**config.mk**
```make
export PLATFORM = sky130hd
export DESIGN_NAME = jtpopeye_ps2_keyev
export DESIGN_NICKNAME = d
export VERILOG_FILES = /design/src/rtl/jtpopeye_ps2_keyev.sv
export SDC_FILE = /design/constraint.sdc
export NUM_CORES = 1
export LEC_CHECK = 0
export ABC_AREA = 1
export CORE_MARGIN = 5
export CORE_UTILIZATION = 50
export DETAILED_ROUTE_END_ITERATION = 7
export PLACE_DENSITY = 0.65
export SLEW_MARGIN = 30
export SYNTH_ARGS = -nofsm -noshare
export SYNTH_HDL_FRONTEND = slang
export SYNTH_SLANG_ARGS = --single-unit
export TNS_END_PERCENT = 100
```
**constraint.sdc**
```tcl
create_clock -name clk -period 4.1 [get_ports clk]
set_input_delay 0.82 -clock clk [delete_from_list [all_inputs] [get_ports clk]]
set_output_delay 0.82 -clock clk [all_outputs]
set_load 0.02 [all_outputs]
```
**src/rtl/jtpopeye_ps2_keyev.sv**
```systemverilog
// PS/2 keyboard receiver producing the 11-bit ps2_key event word.
// Raw pins are synchronised and debounced, frames are validated (start,
// 8 data LSB first, odd parity, stop), E0/F0 prefixes are folded, and
// each real key event is emitted as {toggle, pressed, extended, code}.
//
// Ports
//   clk       system clock
//   rst_n     asynchronous active-low reset
//   ps2_clk   raw PS/2 clock pin (idle high)
//   ps2_data  raw PS/2 data pin (idle high)
//   ps2_key   [10] toggle, [9] make, [8] E0-extended, [7:0] scan code
//   key_stb   one-cycle pulse when ps2_key changes
//   err       one-cycle pulse on framing, parity or timeout error

// Per-pin conditioner: 2-FF synchroniser followed by a level filter that
// only accepts a new level after FILT consecutive synced samples at it.
module jtpopeye_ps2_keyev_filt #(
  parameter int FILT = 8
) (
  input  logic clk,
  input  logic rst_n,
  input  logic pin,
  output logic lvl
);
  localparam int FCW = $clog2(FILT + 1);

  logic           s1, s2;
  logic [FCW-1:0] cnt;

  always_ff @(posedge clk or negedge rst_n) begin
    if (!rst_n) begin
      s1  <= 1'b1;
      s2  <= 1'b1;
      lvl <= 1'b1;
      cnt <= '0;
    end else begin
      s1 <= pin;
      s2 <= s1;
      if (s2 == lvl) begin
        cnt <= '0;
      end else if (cnt == FCW'(FILT - 1)) begin
        lvl <= s2;
        cnt <= '0;
      end else begin
        cnt <= cnt + 1'b1;
      end
    end
  end
endmodule

module jtpopeye_ps2_keyev #(
  parameter int FILT    = 8,
  parameter int TIMEOUT = 40000
) (
  input  logic        clk,
  input  logic        rst_n,
  input  logic        ps2_clk,
  input  logic        ps2_data,
  output logic [10:0] ps2_key,
  output logic        key_stb,
  output logic        err
);
  localparam int NUM_PINS = 2;
  localparam int TOW      = $clog2(TIMEOUT + 1);

  typedef enum logic [1:0] {IDLE, DATA, PARITY, STOP} st_t;

  // pin conditioning: index 0 = clock, 1 = data
  logic [NUM_PINS-1:0] pins, lvl;
  assign pins = {ps2_data, ps2_clk};

  genvar gi;
  generate
    for (gi = 0; gi < NUM_PINS; gi++) begin : g_pin
      jtpopeye_ps2_keyev_filt #(.FILT(FILT)) u_filt (
        .clk   (clk),
        .rst_n (rst_n),
        .pin   (pins[gi]),
        .lvl   (lvl[gi])
      );
    end
  endgenerate

  logic fclk_q, fall, sdat;
  assign fall = fclk_q & ~lvl[0];
  assign sdat = lvl[1];

  st_t            st, st_nx;
  logic [2:0]     bcnt;
  logic [7:0]     sbyte;
  logic           par;
  logic [TOW-1:0] to_cnt;
  logic           ext, rel;
  logic           deliver, err_nx, clr;

  // Frame FSM. A sampling event is checked before the timeout so that a
  // coincident edge keeps the frame alive.
  always_comb begin
    st_nx   = st;
    deliver = 1'b0;
    err_nx  = 1'b0;
    clr     = 1'b0;
    if (fall) begin
      case (st)
        IDLE:   if (!sdat) st_nx = DATA; else err_nx = 1'b1;
        DATA:   if (bcnt == 3'd7) st_nx = PARITY;
        PARITY: st_nx = STOP;
        STOP: begin
          st_nx = IDLE;
          if (sdat && ^{sbyte, par}) begin
            deliver = 1'b1;
          end else begin
            err_nx = 1'b1;
            clr    = 1'b1;
          end
        end
        default: st_nx = IDLE;
      endcase
    end else if (st != IDLE && to_cnt == TOW'(TIMEOUT)) begin
      st_nx  = IDLE;
      err_nx = 1'b1;
      clr    = 1'b1;
    end
  end

  always_ff @(posedge clk or negedge rst_n) begin
    if (!rst_n) begin
      st     <= IDLE;
      fclk_q <= 1'b1;
      bcnt   <= '0;
      sbyte  <= '0;
      par    <= 1'b0;
      to_cnt <= '0;
    end else begin
      st     <= st_nx;
      fclk_q <= lvl[0];
      if (st != DATA)
        bcnt <= '0;
      else if (fall) begin
        bcnt        <= bcnt + 3'd1;
        sbyte[bcnt] <= sdat;
      end
      if (fall && st == PARITY) par <= sdat;
      // saturating inter-edge watchdog, idle while no frame is open
      if (fall || st == IDLE)
        to_cnt <= '0;
      else if (to_cnt != TOW'(TIMEOUT))
        to_cnt <= to_cnt + 1'b1;
    end
  end

  // Byte layer: prefixes latch ext/rel, housekeeping codes are dropped,
  // everything else becomes an event and consumes the prefixes.
  always_ff @(posedge clk or negedge rst_n) begin
    if (!rst_n) begin
      ps2_key <= '0;
      key_stb <= 1'b0;
      err     <= 1'b0;
      ext     <= 1'b0;
      rel     <= 1'b0;
    end else begin
      key_stb <= 1'b0;
      err     <= err_nx;
      if (clr) begin
        ext <= 1'b0;
        rel <= 1'b0;
      end else if (deliver) begin
        case (sbyte)
          8'hE0: ext <= 1'b1;
          8'hF0: rel <= 1'b1;
          8'h00, 8'hAA, 8'hE1, 8'hEE,
          8'hFA, 8'hFC, 8'hFE, 8'hFF: ;
          default: begin
            ps2_key <= {~ps2_key[10], ~rel, ext, sbyte};
            key_stb <= 1'b1;
            ext     <= 1'b0;
            rel     <= 1'b0;
          end
        endcase
      end
    end
  end
endmodule

```
# Word level (Yosys, flattened, before mapping)
# Cells that the tools add are included.
dict set report word_totals {
  register_bits 60
  input_bits 4
  out_inout_bits 13
  elab_cells 116
}
dict set report op_classes {
  add_sub_neg 4
  magnitude_cmp 2
  eq_ne 24
  mux 35
  n_bitwise 9
  n_reduce_logical 23
}
# operator n
set op_table {}
lappend op_table {{8-bit equality test (second input constant)} 9}
lappend op_table {{16-bit two-way mux} 2}
lappend op_table {{9-bit OR reduction} 2}
lappend op_table {{1-bit two-way mux} 17}
lappend op_table {{16-bit by 1-bit adder with 16-bit output (second input constant)} 1}
lappend op_table {{16-bit equality test (second input constant)} 1}
lappend op_table {{4-bit two-way mux} 4}
lappend op_table {{16-bit != test (second input constant)} 1}
lappend op_table {{2-bit AND reduction} 5}
lappend op_table {{2-bit nonzero test} 5}
lappend op_table {{10-bit OR reduction} 1}
lappend op_table {{9-bit XOR reduction} 1}
lappend op_table {{4-bit by 1-bit adder with 4-bit output (second input constant)} 2}
lappend op_table {{8-bit bitwise mux} 1}
lappend op_table {{4-bit by 3-bit equality test with 1-bit output (second input constant)} 2}
lappend op_table {{8-bit logical NOT} 1}
lappend op_table {{2-bit two-way mux} 4}
lappend op_table {{1-bit inverter} 8}
lappend op_table {{2-bit case mux with 4 select lines} 1}
lappend op_table {{3-bit two-way mux} 2}
lappend op_table {{2-bit by 1-bit != test with 1-bit output (second input constant)} 3}
lappend op_table {{3-bit != test (second input constant)} 2}
lappend op_table {{1-bit case mux with 2 select lines} 3}
lappend op_table {{3-bit AND reduction} 2}
lappend op_table {{other kinds (12)} 17}

# Depth between registers and ports, before layout
# Gate-level depths: netlist (run 1).
dict set report depth {
  ltp_word 7
  mapped_depth 14
  ltp_nobuf 12
}

# Hierarchy
# From an unflattened synthesis (run 1), not the netlist that was laid out.
dict set report unflattened {
  cells_unflattened 427
  area_unflattened_um2 3214.3
}
# module n_inst cells_each area_per_inst_um2 seq_area_each_um2
set modules_own_cells {}
lappend modules_own_cells {jtpopeye_ps2_keyev 1 369 2648.8 1152.4}
lappend modules_own_cells {{jtpopeye_ps2_keyev_filt at g_pin[0].u_filt} 1 29 284.0 178.9}
lappend modules_own_cells {{jtpopeye_ps2_keyev_filt at g_pin[1].u_filt} 1 29 281.5 178.9}

# Worst setup path after synthesis (run 1)
# Ideal clock, no wire load.
dict set report synth_timing {
  path_kind {reg-to-reg}
  startpoint {register st[0]}
  endpoint {register ext}
  setup_ps 116
  arrival_time_ps 1429
  t_required_ps 3984
  setup_slack_ps 2554
  stages_incl_launch_ff 11
  path_buffers 0
  synth_period_minus_slack_ps 1546
  cell_sequence {dfrtp_1 -> inv_1 -> ha_1 -> nor2_1 -> nand3_1 -> nand2_1 -> nand2_1 -> nor2_1 -> nor2_1 -> nand2_1 -> nand2_1}
}
dict set report synth_via {
  elab_chain_cells 6
  word_cells_on_any_way 12
  cone_classes {2 x eq/ne; 6 x mux; 4 x reduce/logical}
}
# element line_no
set synth_lines {}
lappend synth_lines {{start, declared} 88} ;# st_t st, st_nx;
lappend synth_lines {{start signal, assigned} 135} ;# st <= st_nx;
lappend synth_lines {{2-bit nonzero test} 119} ;# end else if (st != IDLE && to_cnt == TOW'(TIMEOUT)) begin
lappend synth_lines {{1-bit logical AND} 119}
lappend synth_lines {{1-bit two-way mux} 119}
lappend synth_lines {{1-bit two-way mux} 103} ;# if (fall) begin
lappend synth_lines {{2-bit by 1-bit != test with 1-bit output (no source line) or 2-bit nonzero test (tied branches)} -}
lappend synth_lines {{2-bit AND reduction (no source line)} -}
lappend synth_lines {{end signal, assigned} 159} ;# ext <= 1'b0;
lappend synth_lines {{end signal, assigned} 165} ;# ext <= 1'b0;
lappend synth_lines {{end signal, assigned} 169} ;# 8'hE0: ext <= 1'b1;
lappend synth_lines {{end, declared} 93} ;# logic ext, rel;
# Several ways; a longest one is shown, not always the timed one.
# A chain may end at the register's enable or synchronous reset.

# Worst setup path after layout (run 1)
dict set report layout_timing {
  startpoint {register st[1]}
  endpoint {register ext}
}
# Same word-level chain as after synthesis.

==> results.md, run 1 <==
* Outcome: finished, final reports clean
* Count of pins over their slew limit at 0
* Worst slew margin at 52.7%
* Mean Syn Cell Area at between 7 and 8 sq um
* P&R area growth vs syn at 14.2%
* Setup violations, final at 0
* CTS Sinks at 60
* Yosys cell types at 31
* CTS Hold Buffers Added at 0
* Max Cap Viol at 0
* HPWL Detailed at around 4.5 mm
* Drt first pass iters at 4
* Dpl cells at 500
* Clk_skew at ~0.011 ns
* Fmax at ~440 MHz
* Cells after Synth at slightly above 400
* Fill cell count at around 590
* CTS tree: yes
* Row cnt at 29
* Layout Cells excl Fill at 517
* First-pass GRT wire length at 10.4 mm
* Clk_lat worst skew at around 0.33 ns
* Clock H-tree levels at 3
* Via count at 2585
* Post-synthesis sequential area ratio at a little under half
* DRC viols at 0
* #FFs+latches synth at 60
* Synth area leader: dfrtp_1
* Final nets at ~450
* Worst-path clk slew at 0.07 ns
* Most common cell after layout, fill and taps aside: nand2_1
* Reg2reg setup slack at between 1.5 and 2 ns
* Core Footprint at between 6000 and 7000 sq um
* Reg2reg path depth at 10
* Final hold vios at 0
* Largest net degree at the start of global routing at 38
* Critical Path RT at 4.32 ns
* Commonest cells after routing, fill and taps aside: nand2_1, dfrtp_1, nor2_1, inv_1, o21ai_0
* Worst-Margin Slew at 0.707 ns
* Critical Path Sink: ext$_DFFE_PN0P_
* Fin crit share at approximately 55%
* Setup TNS at 0 ns
* Critical path type: register to register
* VDD IR max at around 0.28 mV
* Total GRT Usage at 15.2%
* WP data arrival at 2.48 ns
* Critical Path Start Type: register
* Synth top area cells: dfrtp_1, nand2_1, dfstp_2
* Initial antenna violation count at 0
* Clock tree buffer depth at 2
* Via density at 5.00
* N_diodes at 0
* Post-synth ARST share at between 90% and 100%
* Pwr dens at roughly 390 nW/um^2
* Crit. Startpoint: st[1]$_DFFE_PN0P_
* Total gr overflow at 0
* Area share of the largest cell type after synthesis at between 40% and 50%
* Gpl congestion at 0.874
* Depth of the worst hold-timing path at 0
* Die Height at 90.5 um
* Fraction of layout cells with a size suffix above 1 at between 10% and 20%
* Syn Std Cell Area at around 3200 sq um
* DP Worst Slack at roughly 1.8 ns
* Clock root cell: clkbuf_8
* Critical path peak fanout at 13
* TritonCTS buffer count at 9
* Layout Utilization at 58.6%
* Buffers on Ports at 16
* Synth Net Count at 427
* Capturing point of the worst reg2reg path: ext$_DFFE_PN0P_
* Number of flops mapped to enable cells by yosys at 0
* Vias in the first global route at roughly 2400
* Drt total wl at about 5.9 mm
* Die ar. at just over 8000 sq um
* Setup bufs post-CTS at 0
* Wire per inst at 11.4 um
* Initial Util at about 50%
* Leak at roughly 1.7 nW
* 1st-iter DRT viols at 95
* Synth Warn # at 0
* Worst Hold Class: register to register
* Die width at approximately 90 um
* Minimum clock period at ~2.3 ns
* R2r startpoint: st[1]$_DFFE_PN0P_
* Top Ports at 17
* Main flop type after synthesis: dfrtp_1
* Final worst-path setup slack at around 1.8 ns
* Crit end category: register
* Detail Route Antenna Nets at 0
* PostCTS Resize Cnt at 0
* RSZ-0062 raised after global routing: no
## registers in the layout (all words and copies together), names as in the netlist
register and cells:
sbyte 8, st 2, rel 1, g_pin.u_filt.lvl 2
fclk_q 1, key_stb 1, ps2_key 11, g_pin.u_filt.s2 2
bcnt 3, ext 1, g_pin.u_filt.s1 2, g_pin.u_filt.cnt 8
to_cnt 16, par 1, err 1
## worst min-delay path by stage
stage                                            start                      endpoint  slack [ns]
after global placement    g_pin[1].u_filt.s1$_DFF_PN1_  g_pin[1].u_filt.s2$_DFF_PN1_        0.35
after floorplan           g_pin[0].u_filt.s1$_DFF_PN1_  g_pin[0].u_filt.s2$_DFF_PN1_        0.35
after CTS                 g_pin[1].u_filt.s1$_DFF_PN1_  g_pin[1].u_filt.s2$_DFF_PN1_        0.36
after detailed placement  g_pin[1].u_filt.s1$_DFF_PN1_  g_pin[1].u_filt.s2$_DFF_PN1_        0.35
after global routing      g_pin[1].u_filt.s1$_DFF_PN1_  g_pin[1].u_filt.s2$_DFF_PN1_        0.36
final                     g_pin[1].u_filt.s1$_DFF_PN1_  g_pin[1].u_filt.s2$_DFF_PN1_        0.36
## metrics by stage
step	instance area (sq um)	total power, W	hold slack [ns]
2_1_floorplan	3240	0.000814	0.345
4_1_cts	3670	0.00146	0.358
3_3_place_gp	3450	0.000861	0.346
5_1_grt	3700	0.00153	0.362
3_5_place_dp	3450	0.000866	0.348
6_report	3700	0.00145	0.356
## kinds of logic (layout without fill, tap and decap cells)
kind of cell | count (synthesis) | after routing | synth area share (%)
simple gates | 226 | 226 | 31.7
buf+inv | 63 | 90 | 8.11
flops | 60 | 60 | 46.6
compound gates | 45 | 45 | 7.15
fa+ha+maj | 10 | 10 | 3.86
xor+xnor | 8 | 8 | 2.16
mux | 1 | 1 | 0.348
## per-layer routing
layer | routed length, um | GRT usage (%) | vias up | part of all wire, %
li1 | - | - | 1340 | -
met1 | 2860 | 20.0 | 1193 | 48
met2 | 2730 | 24.6 | 41 | 46
met3 | 225 | 2.67 | 11 | 3.8
met4 | 89 | 6.45 | 0 | 1.5
met5 | 0 | 0 | - | 0
## synth_stat cells (3+ instances only)
cell,number
ha_1,10
buf_4,3
inv_1,47
o21ai_0,28
dfstp_2,7
nand2_1,114
nand3_1,26
nor2_4,3
nand3_2,4
xor2_1,3
nand3b_1,4
a21oi_1,14
nand2_2,8
dfrtp_1,53
nor3_1,7
xnor2_1,5
nor2_1,47
nor2_2,6
inv_2,8
## critical path, stage by stage (launching register included)
cell,delay (ns)
dfrtp_1,0.41
inv_1,0.08
ha_1,0.20
nor2_1,0.56
nand3_1,0.36
nand2_1,0.19
nand2_1,0.07
nor2_1,0.13
nor2_1,0.06
nand2_1,0.05
nand2_1,0.05
## final cells by class
cell class,instances,area [sq um],area share (%)
sequential,60,1510,40.8
multi-input combinational,290,1470,39.6
inverter,56,210,5.68
timing repair buffer,18,190,5.14
clock buffer,10,138,3.72
tap,77,96.3,2.60
clock inverter,6,87.6,2.37
## report_power, final
part,switching [W],internal [W]
Sequential,0.0000426,0.000647
Clock,0.000236,0.000357
Combinational,0.000102,0.0000629
No activity file was read; power rests on OpenSTA's default activity.
==> run 2: changes to the inputs <==
--- a/config.mk
+++ b/config.mk
@@ -9,7 +9,7 @@
 export CORE_MARGIN = 5
 export CORE_UTILIZATION = 50
 export DETAILED_ROUTE_END_ITERATION = 7
-export PLACE_DENSITY = 0.65
+export PLACE_DENSITY = 0.68
 export SLEW_MARGIN = 30
 export SYNTH_ARGS = -nofsm -noshare
 export SYNTH_HDL_FRONTEND = slang
==> constraint.sdc (replaced) <==
create_clock -name clk -period 2 [get_ports clk]
set_input_delay 0.4 -clock clk [delete_from_list [all_inputs] [get_ports clk]]
set_output_delay 0.4 -clock clk [all_outputs]
set_load 0.02 [all_outputs]
==> run 2 against run 1 <==
Cell count is 0.39% higher. Setup slack worse by 1.6 ns. Critical path depth unchanged. Flip-flop and latch count unchanged. Clock power rose by 110%. Largest power group unchanged.
==> results.md, run 2 (synthesis gave the netlist of run 1 again) <==
* CTS tree: yes
* Die width at about 90 um
* Critical Path Start Type: register
* HPWL Detailed at approximately 4.7 mm
* WP depth at 10
* Outcome: finished, final reports clean
* Most common cell after layout, fill and taps aside: nand2_1
* Top delay family on crit path: simple AND/OR/NAND/NOR gates
* Critical path peak fanout at 12
* Critical Path, Cell by Cell: nand2_2, nor2_4, nand2_1, nand2_1, nor2_2, nand3_2, nor2_4, nand2_4, nand2_1, nand2_1
* Pwr dens at just over 800 nW/um^2
* Critical path type: register to register
* First-pass GRT wire length at 11.3 mm
* Worst-Margin Slew at roughly 0.57 ns
* Detail Route Antenna Nets at 0
* Initial Util at between 50 and 60%
* Setup TNS at 0 ns
* Setup violations, final at 0
* Final hold vios at 0
* Clock root cell: clkbuf_8
* Setup bufs post-CTS at 0
* Top Ports at 17
* Layout Utilization at between 50% and 60%
* Total GRT Usage at roughly 17%
* Worst slew margin at 62.2%
* Via density at 5.04
* Drt total wl at approximately 6.3 mm
* Fill cell count at around 570
* RSZ-0062 raised after global routing: no
* CTS Hold Buffers Added at 0
* Final nets at between 400 and 500
* Drt first pass iters at 4
* WP buf/inv at 0
* Slowest cell delay on critical path at around 0.46 ns
* Row cnt at 29
* Largest net degree at the start of global routing at 25
* Largest Register: to_cnt
* Gpl congestion at 0.849
* Die Height at ~90 um
* DRC viols at 0
* Wire per inst at about 12 um
* Critical Path RT at around 2.2 ns
* Buffers on Ports at 16
* Leak at between 1.5 and 2 nW
* 1st-iter DRT viols at approximately 140
* TritonCTS buffer count at 9
* Fraction of layout cells with a size suffix above 1 at roughly 14%
* Crit end category: register
* Fmax at about 570 MHz
* Clk_skew at approximately 0.0067 ns
* VDD IR max at roughly 0.55 mV
* Via count at 2615
* Commonest cells after routing, fill and taps aside: nand2_1, dfrtp_1, inv_1
* Clk_lat worst skew at about 0.34 ns
* Largest register FFs at 16
* Max Cap Viol at 0
* PostCTS Resize Cnt at 0
* N_diodes at 0
* Most common cell on crit path: nand2_1
* Clock H-tree levels at 3
* Minimum clock period at 1.76 ns
* Worst-path clk slew at about 0.070 ns
* CP max-delay cell: dfrtp_1
* P&R area growth vs syn at 14.9%
* Die ar. at between 8000 and 9000 sq um
* Core Footprint at around 6300 sq um
* WP data arrival at between 1.5 and 2 ns
* Reg2reg path depth at 10
* CTS Sinks at 60
* Worst Hold Class: input pin to asynchronous set/reset pin
* Vias in the first global route at between 2000 and 3000
* Initial antenna violation count at 0
* Biggest regs: to_cnt (16), ps2_key (11)
* Count of pins over their slew limit at 0
* Clock tree buffer depth at 2
* Total gr overflow at 0
* Fin crit share at about 90%
run 2: cell count changes in the layout (fill, tap and decap cells not counted), sizes merged:
| cell | change |
|---|---|
| clkinvlp | -2 |
| buf | +3 |
| clkbuf | +1 |
run 2: power by group:
group	internal, W	switching [W]	total [W]	leakage (nW)
sequential	0.00133	0.0000924	0.00142	0.807
combinational	0.000132	0.000210	0.000342	0.844
clock	0.000760	0.000477	0.00124	0.111
total	0.00222	0.000779	0.00300	1.76
run 2: path summary, 6_finish.rpt:
| check | from | end | slack (ns) |
|---|---|---|---|
| setup / recovery | sbyte[6]$_DFFE_PN0P_ | ps2_key[1]$_DFFE_PN0P_ | 0.24 |
| hold / removal | rst_n | to_cnt[0]$_DFFE_PN0P_ | 0.06 |
| setup reg to reg | sbyte[6]$_DFFE_PN0P_ | ps2_key[1]$_DFFE_PN0P_ | 0.24 |
| hold reg to reg | g_pin[1].u_filt.s1$_DFF_PN1_ | g_pin[1].u_filt.s2$_DFF_PN1_ | 0.36 |
| max in group asynchronous | rst_n | g_pin[1].u_filt.lvl$_DFFE_PN1P_ | 1.27 |
| min in group clk | g_pin[1].u_filt.s1$_DFF_PN1_ | g_pin[1].u_filt.s2$_DFF_PN1_ | 0.36 |
run 2: metrics by stage:
stage,instances,power [W],hold slack (ns),setup slack (ns),cell area (sq um)
final,519,0.00300,0.0561,0.236,3720
after global routing,519,0.00317,0.0725,0.0310,3720
after detailed placement,504,0.00179,0.348,0.163,3490
after global placement,504,0.00178,0.347,0.220,3490
after floorplan,413,0.00167,0.104,0.454,3240
after CTS,519,0.00303,0.0566,0.148,3710
run 2: routing by layer:
metal / share of wire, % / track usage (%)
met1: 48 / 21.8
met2: 47 / 26.3
met3: 3.9 / 5.75
met4: 1.6 / 4.71
met5: 0 / 0
run 2: worst reg2reg max path, delay by kind of cell, from the launching register on:
kind	cells	cell delay (ns)
and+or+nand+nor	10	1.19
DFF	1	0.46
run 2: area by class of cell:
| cell class | instances | area [sq um] | share of cell area [%] |
|---|---|---|---|
| multi-input cells | 290 | 1470 | 39.6 |
| clock buffers | 11 | 151 | 4.07 |
| flip-flops and latches | 60 | 1510 | 40.6 |
| inverters | 56 | 210 | 5.65 |
| well taps | 77 | 96.3 | 2.59 |
| repair buffers | 21 | 205 | 5.51 |
| clock inverters | 4 | 72.6 | 1.95 |
==> run 3: changes to the inputs <==
--- a/config.mk
+++ b/config.mk
@@ -9,9 +9,10 @@
 export CORE_MARGIN = 5
 export CORE_UTILIZATION = 50
 export DETAILED_ROUTE_END_ITERATION = 7
-export PLACE_DENSITY = 0.68
+export PLACE_DENSITY = 0.65
 export SLEW_MARGIN = 30
 export SYNTH_ARGS = -nofsm -noshare
 export SYNTH_HDL_FRONTEND = slang
+export SYNTH_HIERARCHICAL = 1
 export SYNTH_SLANG_ARGS = --single-unit
 export TNS_END_PERCENT = 100
==> constraint.sdc (replaced) <==
create_clock -name clk -period 2.07 [get_ports clk]
set_input_delay 0.414 -clock clk [delete_from_list [all_inputs] [get_ports clk]]
set_output_delay 0.414 -clock clk [all_outputs]
set_load 0.02 [all_outputs]
==> run 3 against run 2 <==
Register-to-register slack barely moved. Setup slack improved by 0.0027 ns. Global-route usage rose by 0.30 points. Largest power group unchanged.
==> results.md, run 3 <==
* Fill cell count at 581
* Metal1 wirelength at around 3.2 mm
* Setup TNS at 0 ns
* Vias in the first global route at 2592
* Slowest cell delay on critical path at ~0.45 ns
* CTS tree: yes
* Syn Std Cell Area at about 3200 sq um
* Top Ports at 17
* Clock tree buffer depth at 2
* CP max-delay cell: dfrtp_1
* Worst Hold Class: input pin to asynchronous set/reset pin
* Critical Path RT at 2.29 ns
* Via count at about 2700
* Initial antenna violation count at 0
* Yosys cell types at 30
* CTS Sinks at 60
* Row cnt at 29
* Worst slew margin at a little under three quarters
* Buffers on Ports at 16
* Synth top cells by count: nand2_1, dfrtp_1, inv_1
* Detail Route Antenna Nets at 0
* Count of pins over their slew limit at 0
* HPWL Detailed at 4.71 mm
* Gpl congestion at between 0.9 and 1
* Final worst-path setup slack at between 0.2 and 0.25 ns
* WP buf/inv at 1
* Total gr overflow at 0
* Most common cell in the synthesized netlist: nand2_1
* Critical path peak fanout at 12
* Largest Register: to_cnt
* Mean Syn Cell Area at 7.53 sq um
* Pwr dens at about 810 nW/um^2
* Core Footprint at ~6300 sq um
* Setup violations, final at 0
* Placed Area at ~3500 sq um
* TritonCTS buffer count at 9
* Synth Net Count at around 440
* Largest register FFs at 16
* Crit end category: register
* DRC viols at 0
* Die width at between 90 and 100 um
* Die ar. at between 8000 and 9000 sq um
* Clock H-tree levels at 3
* Worst-Margin Slew at roughly 0.44 ns
* 1st-iter DRT viols at between 150 and 200
* Initial Util at approximately 51%
* #FFs+latches synth at 60
* Cells after Synth at between 400 and 500
* Number of flops mapped to enable cells by yosys at 0
* Minimum clock period at 1.83 ns
* Crit. Startpoint: sbyte[0]$_DFFE_PN0P_
* Clock root cell: clkbuf_8
* Main flop type after synthesis: dfrtp_1
* Fmax at approximately 550 MHz
* Worst-path clk slew at roughly 0.07 ns
* Synth area leader: dfrtp_1
* Uppermost layer routed: met4
* VDD IR max at 0.465 mV
* Clk_lat worst skew at 0.34 ns
* First-pass GRT wire length at around 12 mm
* Post-synthesis sequential area ratio at 47.0%
* Fraction of layout cells with a size suffix above 1 at roughly 11%
* P&R area growth vs syn at 15.0%
* Critical Path Start Type: register
* Post-synth ARST share at between 90% and 100%
* Synth top area cells: dfrtp_1, nand2_1, inv_1
* Drt total wl at approximately 6.4 mm
* Fin crit share at 88.5%
* Critical Path, Cell by Cell: inv_2, nand2_2, nor2_1, nand3_1, nand2_1, nor2_1, nand3_2, nor2_4, nand2_2, nand2_1, nand2_1
* Total GRT Usage at 17.0%
* Most common cell on crit path: nand2_1
* N_diodes at 0
* Final hold vios at 0
* Setup bufs post-CTS at 0
* Synth Warn # at 6
* Drt first pass iters at 5
* R2r startpoint: sbyte[0]$_DFFE_PN0P_
* CTS Hold Buffers Added at 0
* FF+latch area at about 1500 sq um
* Biggest regs: to_cnt (16), ps2_key (11)
* Commonest cells after routing, fill and taps aside: nand2_1, dfrtp_1, inv_1
* Die Height at 90.2 um
* Critical path type: register to register
* WP data arrival at around 2.1 ns
* Top delay family on crit path: simple AND/OR/NAND/NOR gates
* DP Worst Slack at between 0.15 and 0.2 ns
* RSZ-0062 raised after global routing: no
* Via density at roughly 5
* Area occupied by multi-input gates at around 1400 sq um
* Wire per inst at between 10 and 15 um
* Met2 WL at 2.85 mm
* Clk_skew at about 0.0043 ns
* Area share of the largest cell type after synthesis at about two fifths
* Most common cell after layout, fill and taps aside: nand2_1
* Final nets at approximately 470
* Met3 wire len at 270 um
* Outcome: finished, final reports clean
* Leak at around 1.7 nW
* Max Cap Viol at 0
* Largest net degree at the start of global routing at 43
* Finished Cell Area at approximately 3700 sq um
## run 3: cell types whose count changed in the layout (fill, tap and decap cells not counted), moves of 4 or more
cell / change
nand2_1: +11
nand3_1: +7
inv_1: +5
a21oi_1: +4
nor3_1: +4
## run 3: report_power, final
group / total, W / internal (W) / switching [W]
Sequential: 0.00136 / 0.00127 / 0.0000923
Clock: 0.00123 / 0.000772 / 0.000460
Combinational: 0.000403 / 0.000150 / 0.000254
## run 3: timing repair
action	in CTS	in global routing
gates resized for setup	0	1
hold endpoints to repair	0	0
endpoints found under the setup margin	0	7
## run 3: metal layers
metal	vias up	global-route usage, %
li1	1402	-
met1	1227	23.3
met2	61	25.8
met3	14	3.17
met4	0	8.44
met5	-	0
## run 3: stage by stage
stage | total power (W) | cells | hold WS, ns | utilization [%]
2_1_floorplan | 0.00165 | 427 | 0.118 | -
3_3_place_gp | 0.00177 | 517 | 0.347 | 54.8
3_5_place_dp | 0.00179 | 517 | 0.351 | 54.8
4_1_cts | 0.00304 | 533 | 0.0111 | 58.5
5_1_grt | 0.00317 | 533 | 0.0298 | 58.5
6_report | 0.00300 | 533 | 0.0109 | 58.5
## run 3: final cells by class
class,instances,share of cell area [%]
Sequential cell,60,40.9
Multi-Input combinational cell,301,38.8
Inverter,59,5.99
Timing Repair Buffer,20,5.35
Clock buffer,12,4.47
Tap cell,77,2.61
Clock inverter,4,1.90
## run 3: final timing paths
check / end / slack, ns / depth (start not counted)
worst max-delay path: ps2_key[10]$_DFFE_PN0P_ / 0.24 / 11
worst min-delay path: g_pin[0].u_filt/cnt[3]$_DFF_PN0_ / 0.01 / 1
worst max register to register: ps2_key[10]$_DFFE_PN0P_ / 0.24 / 11
worst min register to register: g_pin[0].u_filt/s2$_DFF_PN1_ / 0.36 / 0
max in group asynchronous: fclk_q$_DFF_PN1_ / 1.43 / 2
min in group clk: g_pin[0].u_filt/s2$_DFF_PN1_ / 0.36 / 0
## run 3: logic make-up after synthesis
family,synth area share [%]
and+or+nand+nor,31.5
buffers and inverters,8.45
DFF,47.0
AOI/OAI and AO/OA,8.33
adders and majority gates,3.89
xor gates and xnor gates,0.818
## run 3: worst register-to-register path, delay by kind of cell (launching register included)
family                 cells  cell delay, ns
buffers and inverters      1            0.11
DFF                        1            0.45
and+or+nand+nor           10            1.15
